[config.mk]
export PLATFORM = sky130hd
export DESIGN_NAME = pc_sequencer
export DESIGN_NICKNAME = d
export VERILOG_FILES = /design/src/rtl/pc_sequencer.sv
export SDC_FILE = /design/constraint.sdc
export NUM_CORES = 1
export LEC_CHECK = 0
export CAP_MARGIN = 10
export CORE_MARGIN = 3
export CORE_UTILIZATION = 33
export CTS_BUF_LIST = sky130_fd_sc_hd__clkbuf_4 sky130_fd_sc_hd__clkbuf_8
export CTS_CLUSTER_DIAMETER = 40
export DETAILED_ROUTE_END_ITERATION = 12
export GPL_TIMING_DRIVEN = 0
export HOLD_SLACK_MARGIN = 0.05
export PLACE_DENSITY = 0.66
export RECOVER_POWER = 50
export SKIP_LAST_GASP = 1
export SYNTH_ARGS = -nofsm -noshare
export SYNTH_HDL_FRONTEND = slang
export SYNTH_SLANG_ARGS = --single-unit
[constraint.sdc]
create_clock -name clk -period 4.33 [get_ports clk]
set_input_delay 0.866 -clock clk [delete_from_list [all_inputs] [get_ports clk]]
set_output_delay 0.866 -clock clk [all_outputs]
set_load 0.01 [all_outputs]
[src/rtl/pc_sequencer.sv]
// PC sequencer: boots the external PC register, runs instruction-fetch handshakes
// and commits the next PC (sequential, branch or jump) once per retired fetch.
module pc_sequencer #(
  parameter logic [31:0] RESET_VEC = 32'h0040_0000,
  parameter int          TIMEOUT   = 16,
  parameter int          CNT_W     = 32
) (
  input  logic             clk,
  input  logic             rst,
  input  logic             start,
  input  logic             halt,
  input  logic             stall,
  input  logic             jmp,
  input  logic [31:0]      jmp_target,
  input  logic             br_taken,
  input  logic [15:0]      br_offset,
  input  logic [31:0]      pc_q,
  output logic [31:0]      pc_data,
  output logic             pc_ena,
  output logic             imem_req,
  output logic [31:0]      imem_addr,
  input  logic             imem_ack,
  output logic             busy,
  output logic             halted,
  output logic             err,
  output logic [CNT_W-1:0] retired
);

  localparam int            TO_W    = $clog2(TIMEOUT + 1);
  localparam logic [TO_W-1:0] TO_LAST = TO_W'(TIMEOUT - 1);

  // S_COMMIT is the cycle in which the registered pc_ena pulse of an update is
  // visible, so the new PC is already on pc_q in the first cycle of the next fetch.
  typedef enum logic [2:0] {
    S_IDLE,
    S_BOOT,
    S_FETCH,
    S_UPDATE,
    S_COMMIT,
    S_HALTED,
    S_ERROR
  } state_t;

  state_t          state;
  logic [TO_W-1:0] to_cnt;
  logic            halt_pend;
  logic [31:0]     pc_next;

  function automatic logic [31:0] branch_disp(input logic signed [15:0] off);
    logic signed [31:0] ext;
    ext = 32'(off);
    return ext <<< 2;
  endfunction

  function automatic logic [31:0] calc_next_pc(
    input logic [31:0] pc,
    input logic        j,
    input logic [31:0] tgt,
    input logic        b,
    input logic [15:0] off
  );
    logic [31:0] seq;
    seq = pc + 32'd4;
    if (j)
      return {tgt[31:2], 2'b00};
    else if (b)
      return seq + branch_disp(off);
    else
      return seq;
  endfunction

  assign pc_next   = calc_next_pc(pc_q, jmp, jmp_target, br_taken, br_offset);
  assign imem_addr = pc_q;

  always_ff @(posedge clk or negedge rst) begin
    if (!rst) begin
      state     <= S_IDLE;
      to_cnt    <= '0;
      halt_pend <= 1'b0;
      pc_data   <= '0;
      pc_ena    <= 1'b0;
      imem_req  <= 1'b0;
      busy      <= 1'b0;
      halted    <= 1'b0;
      err       <= 1'b0;
      retired   <= '0;
    end else begin
      pc_ena <= 1'b0;
      case (state)
        S_IDLE: begin
          if (start) begin
            state   <= S_BOOT;
            pc_data <= RESET_VEC;
            pc_ena  <= 1'b1;
            busy    <= 1'b1;
          end
        end
        S_BOOT: begin
          state    <= S_FETCH;
          imem_req <= 1'b1;
          to_cnt   <= '0;
        end
        S_FETCH: begin
          if (imem_ack) begin
            state    <= S_UPDATE;
            imem_req <= 1'b0;
          end else if (to_cnt == TO_LAST) begin
            state    <= S_ERROR;
            imem_req <= 1'b0;
            busy     <= 1'b0;
            err      <= 1'b1;
          end else begin
            to_cnt <= to_cnt + 1'b1;
          end
        end
        S_UPDATE: begin
          // Stall holds the sequencer here and outranks halt.
          if (!stall) begin
            state     <= S_COMMIT;
            pc_data   <= pc_next;
            pc_ena    <= 1'b1;
            retired   <= retired + CNT_W'(1);
            halt_pend <= halt;
          end
        end
        S_COMMIT: begin
          if (halt_pend) begin
            state  <= S_HALTED;
            busy   <= 1'b0;
            halted <= 1'b1;
          end else begin
            state    <= S_FETCH;
            imem_req <= 1'b1;
            to_cnt   <= '0;
          end
        end
        S_HALTED: begin
          if (start) begin
            state    <= S_FETCH;
            imem_req <= 1'b1;
            busy     <= 1'b1;
            halted   <= 1'b0;
            to_cnt   <= '0;
          end
        end
        S_ERROR: begin
          imem_req <= 1'b0;
          busy     <= 1'b0;
          err      <= 1'b1;
        end
        default: begin
          state    <= S_IDLE;
          imem_req <= 1'b0;
          busy     <= 1'b0;
          halted   <= 1'b0;
        end
      endcase
    end
  end

endmodule

==> results of run 1 <==
-- sequential cells by signal (all words and copies together) (netlist names), 3 cells and up --
signal	cells
retired	32
pc_data	32
state	3
to_cnt	5
-- synthesized netlist by cell type (all sizes together), types with 8 or more instances --
cell type  count
nor2          52
ha            38
clkbuf        22
xor2          25
a21o          18
and3          14
nor3          17
a31oi          8
buf           35
a211oi         8
a21oi         51
nand2b        16
nand2         95
inv           19
xnor2         57
nand4         18
o21ai         54
nand3         28
dfrtp         78
-- layout make-up --
class / count / area share
tap: 229 / 0.0331
sequential: 78 / 0.226
timing repair buffer: 192 / 0.220
inverter: 19 / 0.00824
clock buffer: 9 / 0.0143
multi-input combinational: 582 / 0.448
clock inverter: 7 / 0.0113
antenna: 1 / 0.000289
buffer: 56 / 0.0385
-- stage by stage --
| step | cells | TNS (ns) | hold slack, ns |
|---|---|---|---|
| floorplan | 736 | 0 | 0.468 |
| global placement | 1150 | -41.22 | 0.454 |
| detailed placement | 1151 | -5.94 | 0.463 |
| CTS | 1168 | 0 | 0.439 |
| global route | 1173 | -0.0556 | 0.503 |
| finish | 1173 | 0 | 0.470 |
-- worst max-delay path by stage --
| stage | from | to | slack, ns |
|---|---|---|---|
| floorplan | pc_q[5] | pc_data[31]$_DFFE_PN0P_ | 0.53 |
| global placement | pc_q[4] | pc_data[31]$_DFFE_PN0P_ | -0.68 |
| detailed placement | pc_q[5] | pc_data[31]$_DFFE_PN0P_ | -0.70 |
| CTS | pc_q[13] | pc_data[31]$_DFFE_PN0P_ | 0.01 |
| global route | pc_q[10] | pc_data[31]$_DFFE_PN0P_ | -0.06 |
| finish | pc_q[10] | pc_data[31]$_DFFE_PN0P_ | 0.15 |
-- kinds of logic (layout without fill, tap and decap cells) --
family,count (synthesis),count (layout)
mux,7,7
fa+ha+maj,39,39
buf+inv,76,283
flops,78,78
other cells,0,1
xor+xnor,82,82
compound gates,184,184
simple gates,270,270
-- worst max-delay path: cells and delay by family --
kind            cells  cell delay [ns]
simple gates        6             1.45
buf+inv             3             0.90
compound gates      5             0.79
fa+ha+maj           1             0.25
xor+xnor            1             0.21
-- power by group --
part | switching [W] | internal (W) | total (W)
Clock | 0.000289 | 0.000327 | 0.000616
Sequential | 0.000130 | 0.000919 | 0.00105
Combinational | 0.000778 | 0.000667 | 0.00144
Total | 0.00120 | 0.00191 | 0.00311
-- layer usage --
metal	GRT usage	wire, microns	up-vias	part of all wire
li1	-	-	2998	-
met1	0.258	8960	2780	0.47
met2	0.308	9070	180	0.47
met3	0.0239	827	18	0.043
met4	0.0505	345	0	0.018
met5	0	0	-	0
-- what timing repair did --
| item | 4_1_cts | 5_1_grt |
|---|---|---|
| buffers inserted | 2 | 4 |
| setup endpoints to repair | 4 | 7 |
| resized for setup | 10 | 16 |
| pin swaps | 2 | 4 |
-- cell usage in the layout (no fill, tap or decap), types with 6 or more instances in the layout --
master / n
a21o_1: 18
a211oi_1: 8
mux2i_1: 7
a21oi_1: 47
clkbuf_8: 9
dlygate4sd3_1: 46
ha_1: 37
nand2_1: 95
and3_1: 13
dfrtp_1: 78
xnor2_1: 51
nand4_1: 18
xnor2_2: 6
o21ai_0: 51
nand2b_1: 16
nor2b_1: 7
clkdlybuf4s50_1: 129
nor2_1: 52
clkbuf_1: 22
nand3_1: 28
buf_4: 38
nor3_1: 15
dlymetal6s2s_1: 6
a31oi_1: 7
xor2_1: 25
inv_1: 19
==> impl_summary.txt, run 1 <==
----------------------------------------------------
[Outcome]
  Result of the run ... finished with violations
  Failing checks ... capacitance limit, slew limit

[Logic synthesis]
  Part of the Yosys area used for sequential elements ... 0.318
  Average size of a mapped cell ... 8.33 sq um
  Largest area contributor in the synthesized netlist ... dfrtp_1
  Share of synthesized area spent on multiplexers ... 0.0114
  Simple-gate portion of the synthesized area ... 0.211
  Number of enable flip-flop cells after synthesis ... 0
  Combinational family with the most area after synthesis ... simple AND/OR/NAND/NOR gates
  Async set-or-reset flop fraction in the synthesized netlist ... 1.00
  Fraction of post-synthesis cell area in the top cell type by area ... 0.318
  Cells after Synth ... 736
  Ys Warns ... 0
  Cell types with the largest area share after synthesis ... dfrtp_1 (32%), xnor2_1 (8.1%), ha_1 (7.8%)
  Net Count, Synth ... 863
  Flip-flop and latch count after synthesis ... ~80
  Post-synthesis cell area ... between 6000 and 7000 sq um
  Predominant post-synthesis flop cell ... dfrtp_1
  Post-Synth Adder-Cell Area ... 0.0808
  Compound-Gate Fraction of Synth Area ... 0.195
  Synth cell types ... 61
  XOR/XNOR Fraction of Synth Area ... 0.117

[Pwr]
  Leakage Power ... 3.88 nW
  Power density normalized to cell area ... 359 nW/um^2
  Total Power Consumption ... 0.00311 W
  Worst supply voltage drop on vdd ... ~180 uV

[Worst hold path]
  Number of cells traversed by the worst hold path ... 2
  Worst min-delay path startpoint ... pc_data[24]$_DFFE_PN0P_
  End point of the worst hold path ... pc_data[24]$_DFFE_PN0P_
  Path category of the worst min-delay check ... reg2reg

[Critical path]
  Worst path required time ... between 4 and 5 ns
  Data arrival time of the worst path ... between 4 and 5 ns
  Cell with the largest stage delay on the worst path ... clkdlybuf4s50_1
  Worst path cell trace ... clkdlybuf4s50_1, nand4_1, buf_4, nor3_4, nand4_1, xnor2_2, ha_1, buf_2, a21oi_1, o21ai_1, or2_2, o2111ai_4, a21oi_2, or3_1, and4_4, o31ai_2
  Endpoint kind of the worst setup timing path ... flop
  Register-to-Register Path Depth ... 9
  WS Path Type ... in2reg
  Maximum fanout along the worst path ... 7
  Terminus of the critical flop-to-flop path ... to_cnt[3]$_DFFE_PN0P_
  Delay of the slowest cell on the worst path ... 0.55 ns
  Cell repeated most along the worst path ... nand4_1
  Setup slack on the worst flop-to-flop path ... 1.33 ns
  Startpoint class of the critical path ... primary input
  Reg-to-reg startpoint ... to_cnt[0]$_DFFE_PN0P_

[Finish]
  Synthesis-to-finish area growth ... 41.1%
  Fillcell total ... 1768
  Design area ... about 8700 sq um
  Register Area ... approximately 2000 sq um
  Multi-input gate area in the final layout ... 3880 sq um
  Fraction of final layout cells sized beyond drive strength 1 ... 0.0933
  Number of nets in the final layout ... 1065
  Post-layout utilization of the core ... 0.478

[Floorplan]
  Die outline area ... approximately 20000 sq um
  Initial Util ... 0.339
  Floorplan die width ... roughly 140 microns
  I/O pin cnt ... roughly 190
  Core area ... 18100 sq um
  Height of the die ... roughly 140 microns
  # rows ... between 40 and 50

[Timing]
  Endpoints failing hold ... 0
  Final critical path time including I/O delays and setup ... about 4.2 ns
  Final count of negative-setup-slack endpoints ... 0
  Actual slew at the worst max-slew pin ... between 1.5 and 2 ns
  Smallest setup slack after layout ... 0.148 ns
  Max-slew violation count ... 31
  Post-Route Skew ... 0.00640 ns
  Max Clk Rate ... 0.239 GHz
  Fraction of the cycle the final worst path needs ... 0.966
  Max_slew headroom ... -0.0881
  Setup repair after global routing missed its margin ... true

[Global route]
  Number of global-route vias before repair ... 5723
  Antenna violations before repair ... 1
  Wire length of the first global-routing pass ... between 30000 and 40000 microns
  Maximum number of pins on one net before global-route repair ... 50
  Global routing usage summed across all routing layers ... 0.186
  Overflow after GRT ... 0

[Clock network]
  CTS Hold Buffers Added ... 0
  Clk slew on worst S/H paths ... 0.09 ns
  Clock root cell ... clkbuf_8
  TritonCTS Sinks ... 78
  # H-tree levels ... 3
  Clock latency reported for the late side of the worst-skew pair ... 0.35 ns
  Clock Tree Buf Depth ... 2
  Number of buffers added by the clock tree synthesis step ... 9
  Clock tree from TritonCTS ... yes

[Placed design]
  Detailed-placement wirelength estimate ... around 15000 microns
  Post-placement setup slack ... -0.702 ns
  GPL Wtd Cong ... 0.901
  Buffers on Ports ... 185
  Placed Area ... 8300 sq um

[Detailed routing]
  Starting DRT DRC Count ... approximately 300
  DR DRC count ... 0
  Vias ... 5976
  Ratio of routed vias to standard cells ... roughly 5.1
  Wire length per cell after detailed routing ... 16.4 microns
  Pre-antenna DRT Iters ... 4
  DRT antenna net count ... 0
  Routed Wire Length ... 19200 microns

[Run]
  Maxcap violations ... 1

----------------------------------------------------
Power figures use the tool's default switching activity.
==> run 2: changes to the inputs <==
Settings changed: CORE_MARGIN 3 to 4.
==> impl_summary.txt, run 2 (synthesis results as in run 1) <==
----------------------------------------------------
[Timing]
  Fraction of the cycle the final worst path needs ... 0.970 (+0.00403)
  Final count of negative-setup-slack endpoints ... 0 (unchanged)
  Setup repair after global routing missed its margin ... true
  Max-slew violation count ... 32 (+3.2%)
  Actual slew at the worst max-slew pin ... 1.67 ns (+0.0407 ns)
  Fin Setup TNS ... 0 ns (unchanged)
  Endpoints failing hold ... 0 (unchanged)
  Max_slew headroom ... -0.115 (-0.0271)
  Min Hold Slack ... 0.479 ns (+0.00988 ns)
  Smallest setup slack after layout ... 0.130 ns (-0.0174 ns)
  Final critical path time including I/O delays and setup ... 4.20 ns (+0.0174 ns)
  Max Clk Rate ... 0.238 GHz (-0.42%)
  Post-Route Skew ... 0.00637 ns (-0.0000349 ns)

[Detailed routing]
  DR DRC count ... 0 (unchanged)
  DRT antenna net count ... 0 (unchanged)
  Ratio of routed vias to standard cells ... 5.12 (+0.48%)
  Starting DRT DRC Count ... 267 (-11%)
  Wire length per cell after detailed routing ... 16.5 microns (+0.49%)
  Pre-antenna DRT Iters ... 5 (+1)
  Routed Wire Length ... 19200 microns (+0.15%)
  Vias ... 5984 (+0.13%)

[Critical path]
  Worst path required time ... 4.60 ns (about the same)
  Data arrival time of the worst path ... 4.47 ns (+0.02 ns)
  Origin of the worst setup path ... pc_q[11]
  Startpoint class of the critical path ... primary input
  Reg-to-reg startpoint ... to_cnt[0]$_DFFE_PN0P_
  Endpoint kind of the worst setup timing path ... flop
  Maximum fanout along the worst path ... 6 (-1)
  WS Path Type ... in2reg

[Finish]
  Number of nets in the final layout ... 1062 (-0.28%)
  Multi-input gate area in the final layout ... 3920 sq um (+1.1%)
  Fillcell total ... 1807 (+2.2%)
  Design area ... 8660 sq um (+0.12%)
  Fraction of final layout cells sized beyond drive strength 1 ... 0.0989 (+0.00562)
  Register Area ... 1950 sq um (unchanged)
  Commonest non-fill, non-tap cell in the layout ... clkdlybuf4s50_1
  Synthesis-to-finish area growth ... 41.2%
  Cell Count, Final, Fillers Out ... 1169 (-0.34%)
  Top Registers ... pc_data (32), retired (32), to_cnt (5)
  Antenna cell count ... 0 (-1)
  Top library cells by usage in the layout, fill and taps aside ... clkdlybuf4s50_1 (130), nand2_1 (95), dfrtp_1 (78)

[Floorplan]
  Height of the die ... 144 microns (+1.4%)
  Core area ... 18100 sq um (+0.34%)
  Die outline area ... 20800 sq um (+2.8%)
  I/O pin cnt ... 189 (unchanged)
  Initial Util ... 0.338 (-0.00115)
  # rows ... 49 (unchanged)
  Floorplan die width ... 144 microns (+1.4%)

[Clock network]
  Clock root cell ... clkbuf_8
  CTS Hold Buffers Added ... 0 (unchanged)
  TritonCTS Sinks ... 78 (unchanged)
  Clock tree from TritonCTS ... yes
  Clk slew on worst S/H paths ... 0.08 ns (about the same)
  Number of buffers added by the clock tree synthesis step ... 9 (unchanged)
  Clock latency reported for the late side of the worst-skew pair ... 0.35 ns (about the same)
  Clock Tree Buf Depth ... 2 (unchanged)
  # H-tree levels ... 3 (unchanged)

[Global route]
  Global routing usage summed across all routing layers ... 0.180 (-0.00677)
  Antenna violations before repair ... 0 (-1)
  Overflow after GRT ... 0 (unchanged)
  Number of global-route vias before repair ... 5822 (+1.7%)
  Maximum number of pins on one net before global-route repair ... 49 (-2.0%)
  Wire length of the first global-routing pass ... 29900 microns (-1.4%)

[Run]
  Maxcap violations ... 1 (unchanged)

[Outcome]
  Result of the run ... finished with violations
  Failing checks ... capacitance limit, slew limit

[Placed design]
  GPL Wtd Cong ... 0.869 (-3.5%)
  Buffers on Ports ... 185 (unchanged)
  Detailed-placement wirelength estimate ... 15600 microns (+1.5%)
  Placed Area ... 8300 sq um (unchanged)
  Total instance count after detailed placement ... 1151 (unchanged)
  Post-placement setup slack ... -0.712 ns (-0.0102 ns)

[Pwr]
  Power density normalized to cell area ... 356 nW/um^2 (-0.84%)
  Leakage Power ... 3.89 nW (+0.12%)
  Worst supply voltage drop on vdd ... 139 uV (-22%)

[Worst hold path]
  Path category of the worst min-delay check ... reg2reg
  Worst min-delay path startpoint ... err$_DFFE_PN0P_

----------------------------------------------------
run 2: cell types whose count changed in the layout (fill, tap and decap cells not counted), moves of 2 or more:
cell | before | now
xnor2_1 | 51 | 48
dlygate4sd2_1 | 3 | 1
buf_4 | 38 | 35
ha_2 | 0 | 2
xnor2_2 | 6 | 9
ha_1 | 37 | 34
clkinvlp_4 | 2 | 0
inv_6 | 1 | 3
run 2: repair_timing:
| action | 4_1_cts | 5_1_grt |
|---|---|---|
| gates cloned | 0 | 0 |
| pin swaps | 3 | 2 |
| resized for setup | 6 | 26 |
| setup endpoints to repair | 5 | 10 |
| buffers inserted | 3 | 0 |
run 2: stage by stage:
stage,power (W),utilization
2_1_floorplan,0.00185,-
3_3_place_gp,0.00255,0.456
6_report,0.00309,0.477
4_1_cts,0.00317,0.471
3_5_place_dp,0.00257,0.457
5_1_grt,0.00331,0.477
run 2: worst max-delay path, cell delays in order:
cell and delay [ns]:
clkdlybuf4s50_1 0.57, nand4_1 0.11, buf_4 0.18, nor4_4 0.39, nand2_1 0.15, xnor2_2 0.21, ha_2 0.36, nand2_1 0.08
o21ai_1 0.11, or2_2 0.35, o2111ai_2 0.26, a21oi_2 0.08, or3_1 0.38, and4_4 0.20, o31ai_2 0.16
run 2: cell type report:
cell class | instances | area share
Sequential cell | 78 | 0.225
Inverter | 19 | 0.00823
Clock inverter | 5 | 0.00751
Clock buffer | 11 | 0.0168
Multi-Input combinational cell | 582 | 0.453
Timing Repair Buffer | 189 | 0.218
Buffer | 56 | 0.0384
Tap cell | 229 | 0.0331
run 2: power by group:
part | internal, W | switching [W] | leakage [nW] | total (W)
registers | 0.000919 | 0.000128 | 1.04 | 0.00105
clock network | 0.000296 | 0.000287 | 0.108 | 0.000583
logic | 0.000670 | 0.000786 | 2.74 | 0.00146
run 2: path summary, 6_finish.rpt:
kind,end,slack [ns],cells past startpoint
hold reg to reg,err$_DFFE_PN0P_,0.48,1
max in group asynchronous,pc_data[25]$_DFFE_PN0P_,1.45,2
setup / recovery,pc_data[31]$_DFFE_PN0P_,0.13,15
min in group asynchronous,state[0]$_DFFE_PN0P_,0.93,1
setup reg to reg,to_cnt[3]$_DFFE_PN0P_,1.47,9
hold / removal,err$_DFFE_PN0P_,0.48,1
run 2: metal layers:
metal  part of all wire  track usage  vias up
met1               0.46        0.242     2807
li1                   -            -     2977
met3              0.053       0.0268       18
met5                  0            0        -
met2               0.47        0.304      182
met4              0.015       0.0412        0
==> run 3: changes to the inputs <==
Settings changed: ABC_AREA set to 1, PLACE_DENSITY 0.66 to 0.64, SLEW_MARGIN set to 10.
==> impl_summary.txt, run 3 <==
----------------------------------------------------
[Clock network]
  Clock tree from TritonCTS ... yes
  Clock Tree Buf Depth ... 2 (unchanged)
  Post-CTS setup repair buffer count ... 0 (-3)
  Number of buffers added by the clock tree synthesis step ... 9 (unchanged)
  Clk slew on worst S/H paths ... 0.07 ns (about the same)
  # H-tree levels ... 3 (unchanged)
  TritonCTS Sinks ... 78 (unchanged)
  Clock latency reported for the late side of the worst-skew pair ... 0.37 ns (+0.02 ns)
  Clock root cell ... clkbuf_8

[Finish]
  Top library cells by usage in the layout, fill and taps aside ... nand2_1 (388), clkdlybuf4s50_1 (160), inv_1 (154)
  Cell Count, Final, Fillers Out ... 1649 (+41%)
  Number of nets in the final layout ... 1491 (+40%)
  Commonest non-fill, non-tap cell in the layout ... nand2_1
  Fraction of final layout cells sized beyond drive strength 1 ... 0.0511 (-0.0478)
  Antenna cell count ... 0 (unchanged)
  Top Registers ... pc_data (32), retired (32), to_cnt (5)
  Synthesis-to-finish area growth ... 31.6%
  Fillcell total ... 2330 (+29%)

[Timing]
  Fraction of the cycle the final worst path needs ... 0.965 (-0.00462)
  Actual slew at the worst max-slew pin ... 1.38 ns (-0.289 ns)
  Max-slew violation count ... 0 (-100%)
  Endpoints failing hold ... 0 (unchanged)
  Final count of negative-setup-slack endpoints ... 0 (unchanged)
  Post-Route Skew ... 0.00798 ns (+0.00161 ns)
  Final critical path time including I/O delays and setup ... 4.18 ns (-0.0200 ns)
  Setup repair after global routing missed its margin ... false
  Max Clk Rate ... 0.239 GHz (+0.48%)
  Max_slew headroom ... 0.0771 (+0.192)
  Fin Setup TNS ... 0 ns (unchanged)

[Critical path]
  Data arrival time of the worst path ... 4.44 ns (-0.03 ns)
  Terminus of the critical flop-to-flop path ... retired[28]$_DFFE_PN0P_
  Worst path required time ... 4.59 ns (about the same)
  Origin of the worst setup path ... pc_q[2]
  Delay of the slowest cell on the worst path ... 0.62 ns (+0.05 ns)
  Maximum fanout along the worst path ... 5 (-1)
  Largest delay share family, worst path ... simple AND/OR/NAND/NOR gates
  Setup slack on the worst flop-to-flop path ... 1.66 ns (+0.19 ns)
  WS Path Type ... in2reg
  Worst setup path end ... pc_data[31]$_DFFE_PN0P_
  Bufs and invs on worst path ... 3 (+1)
  Worst path cell trace ... clkdlybuf4s50_1, ha_1, nand2_1, nor2_1, and3_1, xnor2_1, inv_1, ha_1, nand2_1, inv_1, nand2_1, nand2_1, a21oi_1, nand2_1, a21oi_1, nand2_1, nand3_1, nand2_1, nand2_1, nand2_1
  Register-to-Register Path Depth ... 10 (+1)
  Cell with the largest stage delay on the worst path ... clkdlybuf4s50_1
  Reg-to-reg startpoint ... state[2]$_DFFE_PN0P_
  Cell repeated most along the worst path ... nand2_1
  Endpoint kind of the worst setup timing path ... flop
  Startpoint class of the critical path ... primary input
  Number of cells on the critical path ... 20 (+5)

[Outcome]
  Result of the run ... complete, no violations

[Detailed routing]
  Pre-antenna DRT Iters ... 6 (+1)
  Starting DRT DRC Count ... 528 (+98%)
  Vias ... 8031 (+34%)
  DR DRC count ... 0 (unchanged)
  Wire length per cell after detailed routing ... 16.0 microns (-2.7%)
  DRT antenna net count ... 0 (unchanged)
  Routed Wire Length ... 26400 microns (+37%)
  Ratio of routed vias to standard cells ... 4.87 (-4.9%)

[Logic synthesis]
  Flip-flop and latch count after synthesis ... 78 (unchanged)
  Net Count, Synth ... 1294 (+50%)
  Cells after Synth ... 1167 (+59%)
  Number of enable flip-flop cells after synthesis ... 0 (unchanged)
  Ys Warns ... 0 (unchanged)
  Async set-or-reset flop fraction in the synthesized netlist ... 1.00 (unchanged)
  Post-synthesis cell area ... 7380 sq um (+20%)
  Largest area contributor in the synthesized netlist ... dfrtp_1
  Synth cell types ... 47 (-23%)
  Most repeated cell in the gate-level netlist after synthesis ... nand2_1
  Average size of a mapped cell ... 6.33 sq um (-24%)
  Cell types with the largest area share after synthesis ... dfrtp_1 (26%), nand2_1 (20%), inv_1 (7.8%)
  Predominant post-synthesis flop cell ... dfrtp_1
  Post-synth top cells ... nand2_1 (385), inv_1 (153), nor2_1 (140)
  Part of the Yosys area used for sequential elements ... 0.264 (-0.0539)
  Fraction of post-synthesis cell area in the top cell type by area ... 0.264 (-0.0539)

[Pwr]
  Power density normalized to cell area ... 209 nW/um^2 (-41%)
  Worst supply voltage drop on vdd ... 111 uV (-20%)
  Leakage Power ... 5.05 nW (+30%)

[Global route]
  Maximum number of pins on one net before global-route repair ... 58 (+18%)
  Overflow after GRT ... 0 (unchanged)
  Global routing usage summed across all routing layers ... 0.210 (+0.0308)
  Wire length of the first global-routing pass ... 41000 microns (+37%)
  Antenna violations before repair ... 1 (+1)
  Number of global-route vias before repair ... 7609 (+31%)

[Floorplan]
  Height of the die ... 158 microns (+9.2%)
  Floorplan die width ... 158 microns (+9.2%)
  Initial Util ... 0.337 (-0.000687)
  Core area ... 21900 sq um (+21%)
  # rows ... 54 (+10%)
  I/O pin cnt ... 189 (unchanged)
  Die outline area ... 24800 sq um (+19%)

[Worst hold path]
  Path category of the worst min-delay check ... reg2reg
  Worst min-delay path startpoint ... pc_data[21]$_DFFE_PN0P_
  Number of cells traversed by the worst hold path ... 2 (+1)

[Placed design]
  Total instance count after detailed placement ... 1633 (+42%)
  Buffers on Ports ... 185 (unchanged)
  Detailed-placement wirelength estimate ... 22100 microns (+42%)
  GPL Wtd Cong ... 0.969 (+11%)

[Run]
  Maxcap violations ... 0 (-1)

----------------------------------------------------
[run 3: worst min-delay path by stage]
stage	end	slack, ns
floorplan	to_cnt[0]$_DFFE_PN0P_	0.48
global placement	pc_data[18]$_DFFE_PN0P_	0.47
detailed placement	pc_data[13]$_DFFE_PN0P_	0.47
CTS	to_cnt[3]$_DFFE_PN0P_	0.38
global route	pc_data[21]$_DFFE_PN0P_	0.51
finish	pc_data[21]$_DFFE_PN0P_	0.47
[run 3: what timing repair did]
| action | in CTS | in global routing |
|---|---|---|
| hold buffers | 0 | 0 |
| endpoints found under the setup margin | 0 | 10 |
| gates resized for setup | 0 | 3 |
[run 3: kinds of logic after synthesis]
group,Yosys count,synth area share
AOI/OAI and AO/OA,102,0.0793
xor gates and xnor gates,62,0.0736
adders and majority gates,39,0.0671
buffers and inverters,211,0.124
DFF,78,0.264
muxes,1,0.00136
and+or+nand+nor,674,0.391
[run 3: metal layers]
layer / share of wire / vias up / track usage
li1: - / 4035 / -
met1: 0.46 / 3649 / 0.296
met2: 0.44 / 308 / 0.331
met3: 0.077 / 37 / 0.0434
met4: 0.022 / 2 / 0.0520
met5: 0.00072 / - / 0
[run 3: worst reg2reg max path: stages, from the launching register on]
cell	delay, ns
dfrtp_1	0.46
inv_2	0.14
nand3_4	0.08
nor2_1	0.48
nand2_1	0.18
nor2_1	0.27
nand4_1	0.25
nor2_1	0.31
nand2_1	0.13
nor2_1	0.13
xor2_1	0.16
[run 3: report_power, final]
part | internal, W | total (W) | switching (W)
Sequential | 0.000754 | 0.000769 | 0.0000149
Combinational | 0.000294 | 0.000685 | 0.000390
Clock | 0.000310 | 0.000582 | 0.000272
Total | 0.00136 | 0.00204 | 0.000677
[run 3: final cells by class]
| class | count | area [sq um] | area share |
|---|---|---|---|
| plain buffers | 51 | 313 | 0.0322 |
| clock buffers | 13 | 166 | 0.0171 |
| clock inverters | 3 | 42.5 | 0.00438 |
| inverters | 160 | 601 | 0.0618 |
| multi-input cells | 878 | 4440 | 0.457 |
| flip-flops and latches | 78 | 1950 | 0.201 |
| well taps | 280 | 350 | 0.0361 |
| repair buffers | 186 | 1850 | 0.191 |
[run 3: stage by stage]
stage          total power [W]  hold WS [ns]  area, sq um  setup WS, ns   util
2_1_floorplan          0.00115         0.479         7380          1.28      -
3_3_place_gp           0.00146         0.466         9580        -0.439  0.438
3_5_place_dp           0.00147         0.467         9610        -0.187  0.439
4_1_cts                0.00206         0.376         9820         0.209  0.449
5_1_grt                0.00216         0.506         9720        0.0150  0.444
6_report               0.00204         0.472         9720         0.150  0.444
